[src/rtl/rename_pkg.sv]
// Shared rename-stage constants and types: physical register file sizing and
// free-list pointer geometry, imported by rename, ROB and free-list logic.
package rename_pkg;

  localparam int NUM_PREGS = 64;
  localparam int NUM_AREGS = 32;
  localparam int PREG_W    = $clog2(NUM_PREGS);
  localparam int FL_DEPTH  = NUM_PREGS - NUM_AREGS;
  localparam int FL_PTR_W  = $clog2(FL_DEPTH) + 1;

  typedef logic [PREG_W-1:0] preg_t;

  // p0 is hard-wired and never circulates through the free list
  function automatic logic preg_legal(input preg_t p);
    return (p != preg_t'(0)) && ({1'b0, p} < (PREG_W+1)'(NUM_PREGS));
  endfunction

endpackage

[src/rtl/preg_free_list_ctrl_fl_ptr_adv.sv]
// Advances a wrap-bit free-list pointer by 0..RETIRE_W entries; the natural
// overflow of the FL_PTR_W-bit sum gives the modulo-2D wrap.
module fl_ptr_adv
  import rename_pkg::*;
#(
  parameter int INC_W = 2
) (
  input  logic [FL_PTR_W-1:0] ptr,
  input  logic [INC_W-1:0]    inc,
  output logic [FL_PTR_W-1:0] ptr_next
);

  assign ptr_next = ptr + FL_PTR_W'(inc);

endmodule

[src/rtl/preg_free_list_ctrl.sv]
// Physical-register free list: speculative/committed heads, multi-slot retire
// push, flush restore. Optional checking and err output under FREELIST_CHECK_EN.
module preg_free_list_ctrl
  import rename_pkg::*;
#(
  parameter int RETIRE_W = 2
) (
  input  logic                       clk,
  input  logic                       rst,
  input  logic                       alloc_req,
  output logic                       alloc_gnt,
  output logic [PREG_W-1:0]          alloc_preg,
  input  logic [RETIRE_W-1:0]        ret_valid,
  input  logic [RETIRE_W*PREG_W-1:0] ret_old_preg,
  input  logic                       flush,
  output logic                       stall,
  output logic [PREG_W:0]            free_count
`ifdef FREELIST_CHECK_EN
  ,
  output logic                       err
`endif
);

  localparam int IDX_W = FL_PTR_W - 1;
  localparam int CNT_W = $clog2(RETIRE_W + 1);

  preg_t                mem_r [FL_DEPTH];
  logic [FL_PTR_W-1:0]  spec_head_r;
  logic [FL_PTR_W-1:0]  commit_head_r;
  logic [FL_PTR_W-1:0]  tail_r;
  logic [FL_PTR_W-1:0]  occ_s;
  logic [FL_PTR_W-1:0]  tail_nxt_s;
  logic [FL_PTR_W-1:0]  commit_nxt_s;
  logic [FL_PTR_W-1:0]  spec_nxt_s;
  logic [CNT_W-1:0]     push_cnt_s;
  logic [RETIRE_W-1:0]  slot_ok_s;
  logic [RETIRE_W-1:0]  slot_bad_s;
  logic [RETIRE_W-1:0]  slot_ovf_s;
  preg_t                slot_preg_s [RETIRE_W];
  logic [IDX_W-1:0]     slot_addr_s [RETIRE_W];

  // Free count and stall come from registered pointers only: no retire bypass
  assign occ_s      = tail_r - spec_head_r;
  assign free_count = (PREG_W+1)'(occ_s);
  assign stall      = (occ_s == '0);
  assign alloc_gnt  = alloc_req & ~stall & ~flush;
  assign alloc_preg = mem_r[spec_head_r[IDX_W-1:0]];

  // Slot-ordered retire push; overflow is judged against the speculative head
  always_comb begin
    push_cnt_s = '0;
    slot_ok_s  = '0;
    slot_bad_s = '0;
    slot_ovf_s = '0;
    for (int i = 0; i < RETIRE_W; i++) begin
      slot_preg_s[i] = ret_old_preg[i*PREG_W +: PREG_W];
      slot_addr_s[i] = tail_r[IDX_W-1:0] + IDX_W'(push_cnt_s);
      if (!ret_valid[i]) begin
        slot_ok_s[i] = 1'b0;
      end else if (!preg_legal(slot_preg_s[i])) begin
        slot_bad_s[i] = 1'b1;
      end else if (((FL_PTR_W+1)'(occ_s) + (FL_PTR_W+1)'(push_cnt_s)) >= (FL_PTR_W+1)'(FL_DEPTH)) begin
        slot_ovf_s[i] = 1'b1;
      end else begin
        slot_ok_s[i] = 1'b1;
        push_cnt_s   = push_cnt_s + CNT_W'(1);
      end
    end
  end

  fl_ptr_adv #(.INC_W(CNT_W)) u_tail_adv (
    .ptr      (tail_r),
    .inc      (push_cnt_s),
    .ptr_next (tail_nxt_s)
  );

  fl_ptr_adv #(.INC_W(CNT_W)) u_commit_adv (
    .ptr      (commit_head_r),
    .inc      (push_cnt_s),
    .ptr_next (commit_nxt_s)
  );

  // Flush rewinds the speculative head onto the post-retire committed head
  always_comb begin
    if (flush) begin
      spec_nxt_s = commit_nxt_s;
    end else begin
      spec_nxt_s = spec_head_r + FL_PTR_W'(alloc_gnt);
    end
  end

  // Pointer and storage update; reset reloads p32..p63 and drops any retire
  always_ff @(posedge clk) begin
    if (rst) begin
      spec_head_r   <= '0;
      commit_head_r <= '0;
      tail_r        <= FL_PTR_W'(FL_DEPTH);
      for (int k = 0; k < FL_DEPTH; k++) begin
        mem_r[k] <= PREG_W'(NUM_AREGS + k);
      end
    end else begin
      spec_head_r   <= spec_nxt_s;
      commit_head_r <= commit_nxt_s;
      tail_r        <= tail_nxt_s;
      for (int i = 0; i < RETIRE_W; i++) begin
        if (slot_ok_s[i]) begin
          mem_r[slot_addr_s[i]] <= slot_preg_s[i];
        end
      end
    end
  end

`ifdef FREELIST_CHECK_EN
  logic                err_r;
  logic [RETIRE_W-1:0] slot_dup_s;

  assign err = err_r;

  // Double-free detection: compare each push against every live free entry
  always_comb begin
    slot_dup_s = '0;
    for (int i = 0; i < RETIRE_W; i++) begin
      for (int k = 0; k < FL_DEPTH; k++) begin
        if (slot_ok_s[i] && (mem_r[k] == slot_preg_s[i]) &&
            ({1'b0, IDX_W'(k) - spec_head_r[IDX_W-1:0]} < occ_s)) begin
          slot_dup_s[i] = 1'b1;
        end else begin
          slot_dup_s[i] = slot_dup_s[i];
        end
      end
    end
  end

  // Sticky error flag, cleared only by reset
  always_ff @(posedge clk) begin
    if (rst) begin
      err_r <= 1'b0;
    end else begin
      for (int i = 0; i < RETIRE_W; i++) begin
        if (slot_bad_s[i] | slot_ovf_s[i] | slot_dup_s[i]) begin
          $error("free list protocol error: slot %0d preg %0d", i, slot_preg_s[i]);
        end
      end
      err_r <= err_r | (|slot_bad_s) | (|slot_ovf_s) | (|slot_dup_s);
    end
  end
`endif

endmodule
[config.mk]
export PLATFORM = sky130hd
export DESIGN_NAME = preg_free_list_ctrl
export DESIGN_NICKNAME = d
export VERILOG_FILES = /design/src/rtl/rename_pkg.sv /design/src/rtl/preg_free_list_ctrl_fl_ptr_adv.sv /design/src/rtl/preg_free_list_ctrl.sv
export SDC_FILE = /design/constraint.sdc
export NUM_CORES = 1
export LEC_CHECK = 0
export ABC_AREA = 1
export CAP_MARGIN = 20
export CORE_UTILIZATION = 35
export DETAILED_ROUTE_END_ITERATION = 10
export PLACE_DENSITY = 0.52
export SLEW_MARGIN = 20
export SYNTH_ARGS = -nofsm -noshare
export SYNTH_HDL_FRONTEND = slang
export SYNTH_SLANG_ARGS = --single-unit
[constraint.sdc]
create_clock -name clk -period 9.7 [get_ports clk]
set_input_delay 1.94 -clock clk [delete_from_list [all_inputs] [get_ports clk]]
set_output_delay 1.94 -clock clk [all_outputs]
set_load 0.01 [all_outputs]
=== After elaboration in Yosys (flattened, before gate mapping) ===
Memories as Yosys holds them, arrays and structs flattened. A register that Yosys moved wholly into a read port is not among the register bits.
Index checks and enable logic that the tools add are counted.

* Latch bits: 0
* Word-level logic and storage cells: 50
* Memory bits (writable): 192
* Output and inout port bits: 15
* Input port bits: 18
* Bits in registers: 18
* Memory bits (read-only): 0
* Memories: 1

{| class="wikitable"
|+ Memories
! name !! depth !! width !! read ports !! clocked after memory_dff !! wr ports !! line !! source
|-
| mem_r || 32 || 6 || 1 || 1 || 32 || preg_free_list_ctrl.sv:27 || <nowiki>preg_t mem_r [FL_DEPTH];</nowiki>
|}

* Divide/modulo/power cells: 0
* Reduce and logical (&&, ||, !) cells: 5
* Muxes and demuxes: 28
* Equality and inequality tests: 0
* Shifts and indexed selects: 0
* Bitwise logic cells: 4
* Multiply operators: 0
* Add/subtract/negate cells: 7
* $lt $le $gt $ge: 2

{| class="wikitable"
|+ Operators with widths
! operator !! number
|-
| two-way mux 1 bit || 18
|-
| two-way mux 6 bit || 3
|-
| two-way mux 5 bit || 3
|-
| adder 6 x 2 -> 6 bit || 2
|-
| nonzero test 6 bit || 2
|-
| OR reduction 6 bit || 2
|-
| two-way mux 2 bit || 4
|-
| adder 6 x 2 -> 7 bit || 1
|-
| greater-or-equal comparator 7 x 6 -> 1 bit (second input constant) || 1
|-
| adder 6 x 1 -> 6 bit || 1
|-
| greater-or-equal comparator 6 bit (second input constant) || 1
|-
| logical NOT 6 bit || 1
|-
| subtractor 6 bit || 1
|-
| adder 5 x 2 -> 5 bit || 1
|-
| adder 2 x 1 -> 2 bit (second input constant) || 1
|-
| AND 1 bit || 2
|-
| NOT 1 bit || 2
|}

=== Logic depth before layout (Yosys ltp) ===
Gate-level depths: netlist of run 1.

* Depth after elaboration: 15
* Depth in mapped cells: 30
* Mapped depth without buffers: 26

=== Modules after synthesis ===
Synthesis of run 1 repeated with hierarchy kept, for this count alone.

* Cell total of the unflattened synthesis: 1,862
* Area total of the unflattened synthesis: 14,771.7 um^2

{| class="wikitable"
|+ By module, submodules not included
! module !! times used !! cells each !! area an instance (um^2) !! seq. area each (um^2)
|-
| preg_free_list_ctrl || 1 || 1,820 || 14,508.9 || 6,125.9
|-
| fl_ptr_adv || 2 || 21 || 131.4 || 0.0
|}

=== Worst setup path after synthesis of run 1 ===
Ideal clock, no wire load.

* Path type: in2reg
* Start point: input port ret_old_preg[5]
* End point: register spec_head_r[4]
* Cell stages on the path: 22
* Slack: 4.447 ns
* Library setup time: 0.095 ns
* Arrival time: 5.158 ns
* Required time: 9.605 ns
* Buffers on the path: 2
* Path through: inv_1 -> nand4_1 -> nand2_1 -> nor2_4 -> buf_4 -> ha_1 -> nand2_1 -> nor2_1 -> nand3_1 -> o21ai_2 -> nand2_8 -> buf_2 -> ha_1 -> nand2_1 -> o21ai_0 -> ha_1 -> inv_1 -> fa_1 -> nor3_1 -> xor2_1 -> inv_1 -> a221oi_1

* Word-level cells in the longest chain between the ends: 10
* Elaborated cells between the ends (all ways): 11
* Those cells by class: 3 x add/sub; 1 x order compare; 6 x mux; 1 x reduce/logical

{| class="wikitable"
|+ RTL lines
! element !! line !! source
|-
| start: declaration || preg_free_list_ctrl.sv:14 || <nowiki>input logic [RETIRE_W*PREG_W-1:0] ret_old_preg,</nowiki>
|-
| nonzero test 6 bit (*) || rename_pkg.sv:15 || <nowiki>return (p != preg_t'(0)) && ({1'b0, p} < (PREG_W+1)'(NUM_PREGS));</nowiki>
|-
| two-way mux 1 bit (*) || preg_free_list_ctrl.sv:60 || <nowiki>end else if (!preg_legal(slot_preg_s[i])) begin</nowiki>
|-
| two-way mux 2 bit (*) || preg_free_list_ctrl.sv:58 || <nowiki>if (!ret_valid[i]) begin</nowiki>
|-
| adder 6 x 2 -> 7 bit || preg_free_list_ctrl.sv:62 || <nowiki>end else if (((FL_PTR_W+1)'(occ_s) + (FL_PTR_W+1)'(push_cnt_s)) >= (FL_PTR_W+1)'(FL_DEPTH)) begin</nowiki>
|-
| greater-or-equal comparator 7 x 6 -> 1 bit || preg_free_list_ctrl.sv:62 ||
|-
| two-way mux 2 bit || preg_free_list_ctrl.sv:62 ||
|-
| two-way mux 2 bit || preg_free_list_ctrl.sv:60 ||
|-
| two-way mux 2 bit (*) || preg_free_list_ctrl.sv:58 ||
|-
| adder 6 x 2 -> 6 bit (*) || preg_free_list_ctrl_fl_ptr_adv.sv:13 || <nowiki>assign ptr_next = ptr + FL_PTR_W'(inc);</nowiki>
|-
| two-way mux 6 bit (*) || preg_free_list_ctrl.sv:85 || <nowiki>if (flush) begin</nowiki>
|-
| end signal: assignment || preg_free_list_ctrl.sv:102 || <nowiki>spec_head_r <= spec_nxt_s;</nowiki>
|-
| end: declaration || preg_free_list_ctrl.sv:28 || <nowiki>logic [FL_PTR_W-1:0] spec_head_r;</nowiki>
|}

Every way passes the cells marked *; elsewhere a longest branch is shown, timed or not.
A chain may end at the register's enable or synchronous reset.

==> results of run 1 <==
worst min path at each step:
| stage | from | endpoint | depth (start not counted) |
|---|---|---|---|
| 5_1_grt | tail_r[5] | tail_r[5] | 2 |
| 3_3_place_gp | tail_r[5] | tail_r[5] | 2 |
| 3_5_place_dp | tail_r[5] | tail_r[5] | 2 |
| 4_1_cts | tail_r[5] | tail_r[5] | 2 |
| 6_report | tail_r[5] | tail_r[5] | 2 |
| 2_1_floorplan | commit_head_r[3] | commit_head_r[3] | 1 |
per-layer routing:
layer | routed length (microns) | vias up
li1 | - | 6314
met1 | 22100 | 6431
met2 | 23100 | 593
met3 | 4310 | 141
met4 | 2050 | 0
met5 | 0 | -
cell usage in the layout, fill, tap and decap left out, drive strengths merged, types with 2 or more instances in the layout:
master         instances
dfxtp                 18
o21ai                111
nand3                236
clkinv                13
xnor2                  2
nor3                   3
o22ai                 24
buf                   28
nand2                466
nand4                205
ha                    16
clkdlybuf4s50         25
a21oi                 14
xor2                   8
edfxtp               192
nor2                 293
o211ai                24
a221oi                 2
clkbuf                33
fa                     3
inv                   58
logic make-up after synthesis:
group | count (synthesis) | synth area share
buffers and inverters | 212 | 0.0705
DFF | 210 | 0.420
xor gates and xnor gates | 10 | 0.00756
and+or+nand+nor | 1205 | 0.415
AOI/OAI and AO/OA | 177 | 0.0680
adders and majority gates | 19 | 0.0179
other | 1 | 0.000257
through the flow:
stage,instance area [sq um],util
CTS,15700,0.383
global route,15700,0.383
finish,15700,0.383
global placement,14900,0.364
floorplan,14600,-
detailed placement,14900,0.364
tightest hold or removal path: stages, from the launching register on:
cell and delay [ps]:
dfxtp_1 320, o21ai_0 70, nand3_1 70
state kept, by name, indices dropped and copies added (netlist names):
register / count
tail_r: 6
spec_head_r: 6
mem_r: 192
commit_head_r: 6
where the power goes:
group	internal (mW)	leakage, nW	switching [mW]
clock network	0.530	0.388	0.392
logic	0.283	3.39	0.992
registers	1.03	1.74	0.0235
final cells by class:
cell class | count | share of cell area
multi-input combinational | 1412 | 0.473
inverter | 58 | 0.0139
sequential | 210 | 0.391
clock buffer | 33 | 0.0445
tap | 532 | 0.0424
clock inverter | 14 | 0.00550
timing repair buffer | 53 | 0.0300
==> reports/metrics.yaml, run 1 <==
run_status:
  outcome: "complete, no violations"
global_routing:
  antenna_found_initial: 0
  busiest_layer: "met2"
  grt_overflow_total: 0
  grt_util_met2: 0.386
  use_met3: 0.0399
  grt_pass1_vias: 12800
  grt_pass1_wl_microns: 78200
  grt_max_degree: 164
  grt.total_usage: 0.245
  met1_usage: 0.334
cts:
  root_buffer: "clkbuf_16"
  post_cts_buffers: 0
  cts_made_buffers: 27
  clk_latency_ps: 570
  clockBufferDepth: 3
  postCtsHoldBufs: 0
  cts.sink_count: 210
  cts.clk_slew.worst_paths_ps: 60
  htreeDepth: 1
  cts.repair.resized: 0
  cts_tree: "yes"
yosys:
  async_flop_share: 0
  synth_most_common_cell: "nand2_1"
  ys.flop_type: "edfxtp_1"
  synth_top_area_cell: "edfxtp_1"
  postSynthCellCount: 1834
  synth.cell_area_sq_um: 14600
  ys_seq_area_frac: 0.420
  syn_avg_cell_area_sq_um: 7.95
  synth.distinct_cells: 38
  ys_warn_count: 0
  ys_ff_latch: 210
  synthTopCellsByArea: "edfxtp_1 40%, nand2_1 12%, nand4_1 8.8%"
  synth_edf_count: 192
  yosysTopAreaCellShare: 0.396
  synth_nets: 1871
  synth_commonest_cells: "453 x nand2_1, 253 x nor2_1, 205 x nand4_1"
cells_and_area:
  fill_cells: 4265
  multi_input_area_sq_um: 7420
  syn_to_final_growth_pct: 7.64
  regArea_sq_um: 6130
  drive_gt1_frac: 0.0916
  nets: 1799
  diodes: 0
  layout.cells.non_filler: 2312
placement:
  numPortBuffers: 31
  dp.final_hpwl_microns: 30100
  routabilityCongestion: 0.850
  pre_cts_ws_ps: 3300
  place_inst: 2265
sta:
  rsz0062_at_grt: "no"
  fmax_mhz: 166
  final.period_utilization: 0.621
  relSlewSlack: 0.182
  finClkSkew_ps: 23.6
  final.setup.tns_ps: 0
  fin_crit_ps: 6030
  setup_viol: 0
  fin_ws_ps: 3670
  report.final.slew_viol_count: 0
  tightest_slew_ps: 1230
  finalHoldViolations: 0
  holdWs_ps: 512
worst_setup_path:
  crit_buf_inv: 5
  cp.arrival_ps: 4090
  crit_family: "buffers and inverters"
  required_ps: 7760
  worstSetupStartpointType: "flip-flop"
  endpoint: "alloc_preg[1]"
  slowest_stage: "o211ai_1"
  path_depth: 10
  crit_chain: "buf_4 > inv_2 > buf_4 > o21ai_0 > o21ai_0 > o211ai_1 > nand4_1 > nand2_1 > inv_1 > clkdlybuf4s50_1"
  criticalPathCategory: "reg2out"
  cp-startpoint: "spec_head_r[0]"
  r2r_end: "spec_head_r[4]"
  r2r_start: "spec_head_r[0]"
  end_kind: "output port"
  worstRegToRegCells: 25
  r2r_slack_ps: 4250
  cp_slowest_stage_delay_ps: 480
  critPathMaxFanout: 72
die:
  io_pins: 33
  die_y_microns: 206
  start_util: 0.356
  die_width_microns: 206
  die_area_sq_um: 42500
  rows: 74
  core_area_sq_um: 40900
routing:
  avgRoutedWirePerCell_microns: 22.3
  vias: 13500
  routed_via_density: 5.83
  dr.pass1.iters: 6
  routed_wl_microns: 51600
  ant_nets: 0
  drt_iter0_markers: 1360
  drc: 0
hold_path:
  min_path_type: "reg2reg"
power:
  total_power_mw: 3.25
  ir_drop_mv: 0.156
  powerDensity_nw_per_um2: 207
  leakagePower_nw: 5.52
job:
  maxCapViolations: 0
(Power assumes the default switching activity.)
==> run 2, diff against run 1 <==
==> constraint.sdc (replaced) <==
create_clock -name clk -period 6.25 [get_ports clk]
set_input_delay 1.25 -clock clk [delete_from_list [all_inputs] [get_ports clk]]
set_output_delay 1.25 -clock clk [all_outputs]
set_load 0.01 [all_outputs]
==> run 2 against run 1 <==
Against the previous run: die area did not move; via count is 0.59% higher; combinational power up 57%; utilization is 0.44 points higher; setup slack worse by 2600 ps; critical path type is now reg2reg; largest cell class unchanged.
==> reports/metrics.yaml, run 2 (synthesized netlist as in run 1, its figures left out) <==
sta:
  final.setup.tns_ps: 0
  fin_crit_ps: 5150
  finClkSkew_ps: 18.4
  report.final.slew_viol_count: 0
  finalHoldViolations: 0
  fmax_mhz: 194
  fin_ws_ps: 1100
  final.period_utilization: 0.824
  rsz0062_at_grt: "no"
  setup_viol: 0
  tightest_slew_ps: 1240
  holdWs_ps: 503
  relSlewSlack: 0.174
cts:
  htreeDepth: 1
  cts.sink_count: 210
  post_cts_buffers: 0
  cts_tree: "yes"
  cts.repair.resized: 0
  root_buffer: "clkbuf_16"
  cts_made_buffers: 27
  clk_latency_ps: 570
  clockBufferDepth: 3
  cts.clk_slew.worst_paths_ps: 60
  postCtsHoldBufs: 0
cells_and_area:
  regArea_sq_um: 6130
  multi_input_area_sq_um: 7420
  final_common_cell: "nand2_1"
  diodes: 0
  drive_gt1_frac: 0.0967
  syn_to_final_growth_pct: 8.89
  fill_cells: 4197
  top_register: "mem_r"
  nets: 1805
  largest_reg_flops: 192
  final_cell_mix: "453 x nand2_1, 253 x nor2_1, 205 x nand4_1, 201 x nand3_1, 192 x edfxtp_1"
die:
  rows: 74
  start_util: 0.356
  die_area_sq_um: 42500
  core_area_sq_um: 40900
  io_pins: 33
  die_width_microns: 206
  die_y_microns: 206
global_routing:
  grt_max_degree: 120
  antenna_found_initial: 1
  grt_overflow_total: 0
  grt_pass1_vias: 12700
  grt_pass1_wl_microns: 78100
  grt.total_usage: 0.245
job:
  maxCapViolations: 0
routing:
  dr.pass1.iters: 6
  drt_iter0_markers: 1335
  drc: 0
  vias: 13600
  routed_wl_microns: 52100
  avgRoutedWirePerCell_microns: 22.4
  ant_nets: 0
  routed_via_density: 5.84
hold_path:
  min_path_type: "reg2reg"
worst_setup_path:
  crit_buf_inv: 3
  end_kind: "flip-flop"
  crit_family: "adder cells"
  critPathMaxFanout: 42
  cpMostUsedCell: "ha_1"
  crit_chain: "inv_1 > ha_1 > a21oi_1 > nand3_2 > nand2_1 > nand2_2 > nor2_4 > ha_1 > nand2_1 > nor2_1 > nand3_1 > o21ai_2 > nand2_8 > ha_1 > nand2_1 > o21ai_0 > ha_1 > inv_1 > fa_1 > nor3_1 > xor2_1 > inv_1 > a221oi_1"
  required_ps: 6710
  criticalPathCategory: "reg2reg"
  slowest_stage: "dfxtp_1"
  cp.arrival_ps: 5610
  worstSetupStartpointType: "flip-flop"
  cp_slowest_stage_delay_ps: 500
placement:
  dp.final_hpwl_microns: 31000
  numPortBuffers: 31
  pre_cts_ws_ps: 641
  routabilityCongestion: 0.885
run_status:
  outcome: "complete, no violations"
power:
  ir_drop_mv: 0.226
  total_power_mw: 5.26
  leakagePower_nw: 5.60
  powerDensity_nw_per_um2: 332
[run 2: metal layers]
layer | global-route usage | wire length [microns] | vias up
met1 | 0.334 | 22500 | 6454
met4 | 0.0930 | 2020 | 0
met3 | 0.0435 | 4570 | 135
li1 | - | - | 6323
met5 | 0 | 0 | -
met2 | 0.387 | 23000 | 646
[run 2: report_power, final]
| group | total [mW] | switching [mW] | leakage (nW) | internal, mW |
|---|---|---|---|---|
| Clock | 1.63 | 0.636 | 0.444 | 0.994 |
| Sequential | 1.64 | 0.0396 | 1.74 | 1.60 |
| Combinational | 1.99 | 1.53 | 3.42 | 0.460 |
| Total | 5.26 | 2.21 | 5.60 | 3.05 |
[run 2: per-stage QoR]
| step | utilization | instances | instance area [sq um] |
|---|---|---|---|
| after global placement | 0.366 | 2271 | 15000 |
| after floorplan | - | 1834 | 14600 |
| after CTS | 0.388 | 2321 | 15900 |
| after detailed placement | 0.366 | 2271 | 15000 |
| after global routing | 0.388 | 2321 | 15900 |
| final | 0.388 | 2321 | 15900 |
[run 2: tightest hold or removal path: stages (launching register included)]
cell     delay, ps
dfxtp_1        330
o21ai_0         70
nand3_1         60
[run 2: cell type report]
type,instances,area share
inverter,58,0.0137
sequential,210,0.386
multi-input combinational,1412,0.468
tap,532,0.0419
timing repair buffer,59,0.0335
clock inverter,18,0.0132
clock buffer,32,0.0438
[run 2: path summary, 6_finish.rpt]
path                   from        endpoint  slack (ps)  cells past startpoint
max reg2reg  spec_head_r[4]  spec_head_r[4]        1100                     23
min               tail_r[5]       tail_r[5]         500                      2
min reg2reg       tail_r[5]       tail_r[5]         500                      2
max          spec_head_r[4]  spec_head_r[4]        1100                     23
